`src/rtl/mult_div_unit.sv`:
```
// ---------------------------------------------------------------------------
// mult_div_unit
//   Iterative multiply/divide unit for the multicycle datapath. Computes
//   MULT / MULTU / DIV / DIVU one bit per clock into HI/LO. The unit works on
//   operand magnitudes and corrects the signs of the results on the last step.
//   A start/busy/done handshake lets the control FSM stall while an operation
//   is in flight.
//
// Ports
//   clk          in   1      system clock, rising edge
//   rst          in   1      asynchronous active-high reset
//   start        in   1      operation request, sampled only in IDLE
//   op           in   2      00 MULT, 01 MULTU, 10 DIV, 11 DIVU
//   a_in         in   WIDTH  multiplicand / dividend
//   b_in         in   WIDTH  multiplier / divisor
//   busy         out  1      high while in RUN or DONE
//   done         out  1      one-cycle completion pulse
//   div_by_zero  out  1      last DIV/DIVU had a zero divisor
//   hi           out  WIDTH  product upper half or remainder
//   lo           out  WIDTH  product lower half or quotient
// ---------------------------------------------------------------------------
module mult_div_unit #(
  parameter int WIDTH = 32
) (
  input  logic             clk,
  input  logic             rst,
  input  logic             start,
  input  logic [1:0]       op,
  input  logic [WIDTH-1:0] a_in,
  input  logic [WIDTH-1:0] b_in,
  output logic             busy,
  output logic             done,
  output logic             div_by_zero,
  output logic [WIDTH-1:0] hi,
  output logic [WIDTH-1:0] lo
);

  localparam int CW = $clog2(WIDTH) + 1;
  localparam int AW = 2 * WIDTH + 1;

  typedef enum logic [1:0] {
    S_IDLE = 2'd0,
    S_RUN  = 2'd1,
    S_DONE = 2'd2
  } state_t;

  // Two's-complement magnitude; the most negative value maps onto its
  // unsigned magnitude, which the unsigned iteration handles correctly.
  function automatic logic [WIDTH-1:0] magnitude(input logic signed [WIDTH-1:0] v,
                                                 input logic                    is_signed);
    if (is_signed && v[WIDTH-1])
      magnitude = WIDTH'(-v);
    else
      magnitude = v;
  endfunction

  function automatic logic [WIDTH-1:0] apply_sign(input logic [WIDTH-1:0] v,
                                                  input logic             negate);
    apply_sign = negate ? WIDTH'(-v) : v;
  endfunction

  function automatic logic [2*WIDTH-1:0] apply_sign_wide(input logic [2*WIDTH-1:0] v,
                                                         input logic               negate);
    apply_sign_wide = negate ? (2*WIDTH)'(-v) : v;
  endfunction

  state_t           state_q, state_d;
  logic [CW-1:0]    cnt_q, cnt_d;
  logic             is_div_q, is_div_d;
  logic             neg_q, neg_d;       // quotient / product must be negated
  logic             rneg_q, rneg_d;     // remainder must be negated
  logic [WIDTH-1:0] opb_q, opb_d;       // multiplicand magnitude or divisor magnitude
  logic [AW-1:0]    acc_q, acc_d;       // shared shift register for both operations
  logic [WIDTH-1:0] hi_q, hi_d;
  logic [WIDTH-1:0] lo_q, lo_d;
  logic             dbz_q, dbz_d;

  // Step datapath
  logic [WIDTH:0]     mul_sum;
  logic [AW-1:0]      mul_next;
  logic [WIDTH:0]     div_shift;
  logic [WIDTH:0]     div_diff;
  logic               div_ge;
  logic [WIDTH-1:0]   div_rem;
  logic [WIDTH-1:0]   div_quo;
  logic [AW-1:0]      div_next;
  logic [AW-1:0]      step_next;

  // Issue-side operand decode
  logic               op_signed;
  logic               op_div;
  logic [WIDTH-1:0]   a_mag;
  logic [WIDTH-1:0]   b_mag;

  always_comb begin
    // Multiply: acc = {upper partial product (WIDTH+1), multiplier bits}.
    // The upper field enters each step with its top bit clear, so the add
    // of a WIDTH-bit multiplicand cannot overflow WIDTH+1 bits.
    mul_sum  = acc_q[AW-1:WIDTH] + (acc_q[0] ? {1'b0, opb_q} : '0);
    mul_next = {1'b0, mul_sum, acc_q[WIDTH-1:1]};

    // Restoring divide: acc = {0, remainder, dividend/quotient bits}.
    div_shift = {acc_q[2*WIDTH-1:WIDTH], acc_q[WIDTH-1]};
    div_diff  = div_shift - {1'b0, opb_q};
    div_ge    = (div_shift >= {1'b0, opb_q});
    div_rem   = div_ge ? div_diff[WIDTH-1:0] : div_shift[WIDTH-1:0];
    div_quo   = {acc_q[WIDTH-2:0], div_ge};
    div_next  = {1'b0, div_rem, div_quo};

    step_next = is_div_q ? div_next : mul_next;
  end

  always_comb begin
    op_signed = ~op[0];
    op_div    = op[1];
    a_mag     = magnitude(a_in, op_signed);
    b_mag     = magnitude(b_in, op_signed);
  end

  always_comb begin
    state_d  = state_q;
    cnt_d    = cnt_q;
    is_div_d = is_div_q;
    neg_d    = neg_q;
    rneg_d   = rneg_q;
    opb_d    = opb_q;
    acc_d    = acc_q;
    hi_d     = hi_q;
    lo_d     = lo_q;
    dbz_d    = dbz_q;

    unique case (state_q)
      S_IDLE: begin
        if (start) begin
          is_div_d = op_div;
          neg_d    = op_signed & (a_in[WIDTH-1] ^ b_in[WIDTH-1]);
          rneg_d   = op_signed & op_div & a_in[WIDTH-1];
          cnt_d    = '0;
          if (op_div && (b_in == '0)) begin
            // Zero divisor completes immediately with a fixed result.
            hi_d    = a_in;
            lo_d    = '1;
            dbz_d   = 1'b1;
            state_d = S_DONE;
          end else begin
            dbz_d   = 1'b0;
            opb_d   = op_div ? b_mag : a_mag;
            acc_d   = {{(WIDTH+1){1'b0}}, (op_div ? a_mag : b_mag)};
            state_d = S_RUN;
          end
        end
      end

      S_RUN: begin
        acc_d = step_next;
        cnt_d = cnt_q + 1'b1;
        if (cnt_q == CW'(WIDTH - 1)) begin
          if (is_div_q) begin
            hi_d = apply_sign(div_rem, rneg_q);
            lo_d = apply_sign(div_quo, neg_q);
          end else begin
            {hi_d, lo_d} = apply_sign_wide(mul_next[2*WIDTH-1:0], neg_q);
          end
          state_d = S_DONE;
        end
      end

      S_DONE: begin
        state_d = S_IDLE;
      end

      default: begin
        state_d = S_IDLE;
      end
    endcase
  end

  always_ff @(posedge clk or posedge rst) begin
    if (rst) begin
      state_q  <= S_IDLE;
      cnt_q    <= '0;
      is_div_q <= 1'b0;
      neg_q    <= 1'b0;
      rneg_q   <= 1'b0;
      opb_q    <= '0;
      acc_q    <= '0;
      hi_q     <= '0;
      lo_q     <= '0;
      dbz_q    <= 1'b0;
    end else begin
      state_q  <= state_d;
      cnt_q    <= cnt_d;
      is_div_q <= is_div_d;
      neg_q    <= neg_d;
      rneg_q   <= rneg_d;
      opb_q    <= opb_d;
      acc_q    <= acc_d;
      hi_q     <= hi_d;
      lo_q     <= lo_d;
      dbz_q    <= dbz_d;
    end
  end

  assign busy        = (state_q != S_IDLE);
  assign done        = (state_q == S_DONE);
  assign div_by_zero = dbz_q;
  assign hi          = hi_q;
  assign lo          = lo_q;

endmodule
```
`config.mk`:
```
export PLATFORM = sky130hd
export DESIGN_NAME = mult_div_unit
export DESIGN_NICKNAME = d
export VERILOG_FILES = /design/src/rtl/mult_div_unit.sv
export SDC_FILE = /design/constraint.sdc
export NUM_CORES = 1
export LEC_CHECK = 0
export ABC_AREA = 0
export CAP_MARGIN = 20
export CORE_MARGIN = 4
export CORE_UTILIZATION = 55
export CTS_CLUSTER_SIZE = 12
export DETAILED_ROUTE_END_ITERATION = 8
export PLACE_DENSITY_LB_ADDON = 0.1
export SYNTH_ARGS = -nofsm -noshare
export SYNTH_HDL_FRONTEND = slang
export SYNTH_SLANG_ARGS = --single-unit
```
`constraint.sdc`:
```
create_clock -name clk -period 5.5 [get_ports clk]
set_clock_uncertainty 0.15 [all_clocks]
set_input_delay 1.1 -clock clk [delete_from_list [all_inputs] [get_ports clk]]
set_output_delay 1.1 -clock clk [all_outputs]
set_load 0.05 [all_outputs]
```
==> flow_metrics.env, run 1 <==
export IMPL_htreeDepth=4
export IMPL_place_detailed_hpwl_um=49500
export IMPL_nets=2567
export IMPL_arrival_ps=5560
export IMPL_cts_sinks=172
export IMPL_cts_tree="done"
export IMPL_required_ps=5730
export IMPL_gr_usage_all_layers_pct=36.4
export IMPL_postSynthCellCount=2351
export IMPL_maxCapViolations=0
export IMPL_area_growth_pct=15.1
export IMPL_vias=18525
export IMPL_drt_initial_drc_count=1814
export IMPL_drv_slew=0
export IMPL_cts_buffers=17
export IMPL_dr_pass1_iters=9
export IMPL_yosysMostFrequentCell="nor2_1"
export IMPL_synth_cell_type_count=82
export IMPL_portBuffers=135
export IMPL_synth_edf_count=0
export IMPL_ys_warnings_count=0
export IMPL_drive_above_1_share_pct=7.13
export IMPL_grt_overflow=0
export IMPL_clock_root_buffer="clkbuf_16"
export IMPL_fin_crit_sh_pct=97.0
export IMPL_run_status="finished, final reports clean"
export IMPL_final_antenna_net_count=0
export IMPL_clk_latency_ps=470
export IMPL_synth_top_area_share_pct=24.9
export IMPL_rsz0062_at_grt="yes"
export IMPL_cts_hold_buffers=0
export IMPL_die_width_um=185
export IMPL_cp_max_fo=6
export IMPL_gp_congestion=0.992
export IMPL_cts_clk_slew_worst_paths_ps=90
export IMPL_async_reset_ff_share_pct=100
export IMPL_hp_class="reg2reg"
export IMPL_grt_pass1_vias=17136
export IMPL_min_period_ps=5330
export IMPL_ys_top_cells_by_count="292 x nor2_1, 237 x nand2_1, 234 x a21oi_1, 218 x o21ai_0, 172 x dfrtp_1"
export IMPL_reg2reg_depth=18
export IMPL_synthFlopType="dfrtp_1"
export IMPL_synth_nets=2492
export IMPL_ys_seq_elements=172
export IMPL_hold_viol_final=0
export IMPL_vias_per_cell=6.53
export IMPL_netlist_area_um2=17300
export IMPL_fin_hold_ws_ps=332
export IMPL_synth_top_cells_by_area="dfrtp_1 25%, a21oi_1 6.8%, nor2_1 6.3%"
export IMPL_dieArea_um2=34300
export IMPL_fp_dieH_um=185
export IMPL_core_rowCount=64
export IMPL_num_io_pins=136
export IMPL_clockBufferDepth=2
export IMPL_antenna_found_initial=0
export IMPL_avgSynthCellArea_um2=7.35
export IMPL_diodes=0
export IMPL_fp_coreArea_um2=30700
export IMPL_wire_per_inst_um=22.5
export IMPL_initial_core_util_pct=56.2
export IMPL_stdcell_count=2835
export IMPL_drc=0
export IMPL_ys_seq_area_share_pct=24.9
export IMPL_endpoint_kind="flop"
export IMPL_dp_cells=2802
export IMPL_tightest_slew_ps=1090
export IMPL_setup_tns_ps=0
export IMPL_cp_start_kind="flop"
export IMPL_wirelength_um=63800
export IMPL_critPathKind="reg2reg"
export IMPL_whs_path_depth=1
export IMPL_timing_fmax_mhz=188
export IMPL_slew_headroom_pct=27.5
export IMPL_grt_max_degree=100
export IMPL_grt_pass1_wl_um=97800
export IMPL_setup_viol=0
export IMPL_yosys_area_top_type="dfrtp_1"
-- path summary, 6_finish.rpt --
path | startpoint | endpoint | slack (ps)
worst max register to register | acc_q[45] | hi[24] | 170
min in group asynchronous | rst | lo[26] | 930
worst min register to register | opb_q[23] | opb_q[23] | 330
max in group asynchronous | rst | is_div_q | 3310
worst min-delay path | opb_q[23] | opb_q[23] | 330
worst max-delay path | acc_q[45] | hi[24] | 170
-- cell type report --
class / instances / area [µm²]
multi-input combinational: 1944 / 12100
sequential: 172 / 4310
tap: 396 / 495
clock buffer: 18 / 429
inverter: 66 / 251
timing repair buffer: 225 / 2080
fill: 2833 / 10900
clock inverter: 14 / 180
-- metal layers --
metal	part of all wire, %	vias up	GRT usage (%)
li1	-	8626	-
met1	42	8777	50.2
met2	45	969	57.4
met3	9.4	153	6.28
met4	4.1	0	13.6
met5	0	-	0
-- state kept, by name, summed over array words and instances, names as in the netlist --
signal	count
acc_q	64
hi	32
is_div_q	1
div_by_zero	1
neg_q	1
lo	32
cnt_q	6
opb_q	32
rneg_q	1
state_q	2
-- per-stage QoR --
stage	cell area, µm²	setup slack (ps)	util, %
floorplan	17300	5.38	-
global placement	19200	100	62.5
detailed placement	19200	57.0	62.5
CTS	19800	223	64.5
global route	19900	-60.6	64.6
finish	19900	167	64.6
-- cells by family after synthesis --
logic type / count (synthesis) / share of synthesized area, %
compound gates: 751 / 26.8
xor+xnor: 222 / 11.3
fa+ha+maj: 72 / 5.30
buf+inv: 235 / 5.19
flops: 172 / 24.9
mux: 70 / 4.16
simple gates: 829 / 22.4
-- cells in the final DEF, fill, tap and decap left out, drive strengths merged, types with 8 or more instances in the layout --
master / synthesis / layout
a21o: 20 / 20
o211ai: 12 / 12
and2: 13 / 13
nor2b: 12 / 12
inv: 63 / 67
ha: 70 / 70
nand4: 21 / 21
a211oi: 81 / 81
nor2: 292 / 292
or2: 11 / 11
nor4: 21 / 21
o41ai: 16 / 16
xnor2: 119 / 119
clkdlybuf4s50: 0 / 134
dfrtp: 172 / 172
and3: 18 / 18
nor3: 53 / 53
a21oi: 234 / 234
buf: 22 / 91
or3: 30 / 30
nand2b: 23 / 23
nand3: 50 / 50
a31oi: 36 / 36
clkbuf: 147 / 18
mux2i: 65 / 65
xor2: 103 / 103
nand2: 237 / 237
o21a: 15 / 15
or4: 20 / 20
a221oi: 8 / 8
o21ai: 220 / 220
o31ai: 41 / 41
-- worst max-delay path: stages (launching register included) --
cell	delay [ps]
dfrtp_1	480
ha_2	440
nand4_1	140
or3_1	430
nand4b_1	200
o21ai_0	310
a221oi_2	190
nand2_2	160
mux2i_1	300
ha_1	220
nand2_1	50
or4_1	510
nor3b_1	290
mux2_2	250
o21ai_0	200
o41ai_1	510
xor2_1	190
nor2_1	60
o21ai_0	180
-- what timing repair did --
item	4_1_cts	5_1_grt
setup endpoints to repair	0	8
buffers inserted	0	1
resized for setup	0	9
Power of run 1 is left out: the tool's default activity adds up to more than one toggle a clock period on the data nets, which glitch-free logic cannot reach.
==> run 2, diff against run 1 <==
Settings changed: PLACE_DENSITY from default to 0.79, PLACE_DENSITY_LB_ADDON 0.1 to default.
==> run 2 against run 1 <==
  * Worst setup slack improved by 79 ps
  * Utilization decreased by 0.39 points
  * Final area is 0.61% lower
  * Critical path type unchanged
  * Largest cell class unchanged
==> flow_metrics.env, run 2 (synthesized netlist as in run 1, its figures left out) <==
export IMPL_run_status="finished, final reports clean"
export IMPL_antenna_found_initial=0
export IMPL_cp_start_kind="flop"
export IMPL_crit_family="simple AND/OR/NAND/NOR gates"
export IMPL_stdcell_count=2819
export IMPL_place_detailed_hpwl_um=47900
export IMPL_fin_hold_ws_ps=329
export IMPL_cpMostUsedCell="or4_4"
export IMPL_cts_tree="done"
export IMPL_dieArea_um2=34300
export IMPL_path_cells="and2_1, ha_1, or4_1, or4_4, or4_4, nor4_4, o2111ai_2, nor4b_4, nand3_2, or3_4, o31ai_4, xnor2_1, a311o_1, a31oi_1"
export IMPL_gp_congestion=0.987
export IMPL_core_rowCount=64
export IMPL_critPathKind="reg2reg"
export IMPL_top_layer_used="met4"
export IMPL_diodes=0
export IMPL_max_stage_delay_ps=480
export IMPL_setup_viol=0
export IMPL_min_period_ps=5250
export IMPL_grt_overflow=0
export IMPL_cp_max_fo=6
export IMPL_placedInstanceArea_um2=19100
export IMPL_multiInputGateArea_um2=12200
export IMPL_route_met2_wl_um=28100
export IMPL_dr_pass1_iters=6
export IMPL_drive_above_1_share_pct=6.60
export IMPL_nets=2553
export IMPL_grt_pass1_vias=17067
export IMPL_slew_headroom_pct=30.1
export IMPL_wl_met3_um=5620
export IMPL_grt_max_degree=124
export IMPL_area_growth_pct=14.4
export IMPL_grt_pass1_wl_um=96800
export IMPL_initial_core_util_pct=56.2
export IMPL_dp_cells=2785
export IMPL_slowest_stage="or4_4"
export IMPL_vias=18606
export IMPL_clock_root_buffer="clkbuf_16"
export IMPL_largest_reg_flops=64
export IMPL_layout_commonest_cell="nor2_1"
export IMPL_num_io_pins=136
export IMPL_final_antenna_net_count=0
export IMPL_hold_viol_final=0
export IMPL_wirelength_um=63000
export IMPL_met1_length_um=26100
export IMPL_clockBufferDepth=2
export IMPL_final_area_um2=19700
export IMPL_clk_latency_ps=440
export IMPL_cts_buffers=17
export IMPL_required_ps=5710
export IMPL_tightest_slew_ps=1050
export IMPL_seqCellArea_um2=4310
export IMPL_portBuffers=135
export IMPL_timing_fmax_mhz=190
export IMPL_maxCapViolations=0
export IMPL_hp_class="reg2reg"
export IMPL_fp_coreArea_um2=30700
export IMPL_fp_dieH_um=185
export IMPL_cts_clk_slew_worst_paths_ps=70
export IMPL_critPathBufInv=0
export IMPL_endpoint_kind="flop"
export IMPL_wire_per_inst_um=22.3
export IMPL_die_width_um=185
export IMPL_drc=0
export IMPL_drv_slew=0
export IMPL_final_util_pct=64.2
export IMPL_nFillCells=2759
export IMPL_cts_sinks=172
export IMPL_drt_initial_drc_count=2172
export IMPL_htreeDepth=4
export IMPL_cts_hold_buffers=0
export IMPL_regMostFlops="acc_q"
export IMPL_vias_per_cell=6.60
export IMPL_fin_crit_sh_pct=95.5
export IMPL_mostFrequentLayoutCells="291 x nor2_1, 236 x nand2_1, 232 x a21oi_1"
export IMPL_arrival_ps=5460
export IMPL_gr_usage_all_layers_pct=35.7
-- run 2: per-stage QoR --
step	setup TNS, ps	setup WS (ps)
4_1_cts	0	125
3_3_place_gp	0	236
5_1_grt	-68.8	-44.8
2_1_floorplan	0	5.38
6_report	0	247
3_5_place_dp	0	94.0
-- run 2: tightest hold or removal path, stage by stage (launching register included) --
cell,delay [ps]
dfrtp_1,340
nand2_1,50
o21ai_0,60
-- run 2: area by class of cell --
| type | count | area share [%] |
|---|---|---|
| multi-input combinational | 1944 | 61.5 |
| timing repair buffer | 211 | 10.0 |
| clock inverter | 7 | 0.462 |
| tap | 396 | 2.51 |
| sequential | 172 | 21.8 |
| clock buffer | 23 | 2.37 |
| inverter | 66 | 1.29 |
-- run 2: worst paths after layout --
path                            cells past startpoint  startpoint  slack, ps  endpoint
min in group asynchronous                           2         rst        800    lo[30]
worst max-delay path                               14    acc_q[0]        250    hi[30]
worst max register to register                     14    acc_q[0]        250    hi[30]
max in group asynchronous                           3         rst       3430    hi[29]
worst min-delay path                                2       hi[6]        330     hi[6]
worst min register to register                      2       hi[6]        330     hi[6]
-- run 2: what timing repair did --
| item | in CTS | in global routing |
|---|---|---|
| hold endpoints to repair | 0 | 0 |
| endpoints found under the setup margin | 0 | 14 |
| gates resized for setup | 0 | 13 |
| buffers inserted | 0 | 4 |
-- run 2: metal layers --
metal	vias to the layer above	global-route usage, %
li1	8598	-
met1	8829	49.0
met2	1012	55.9
met3	167	5.73
met4	0	15.9
met5	-	0
Power of run 2 is left out for the same reason.
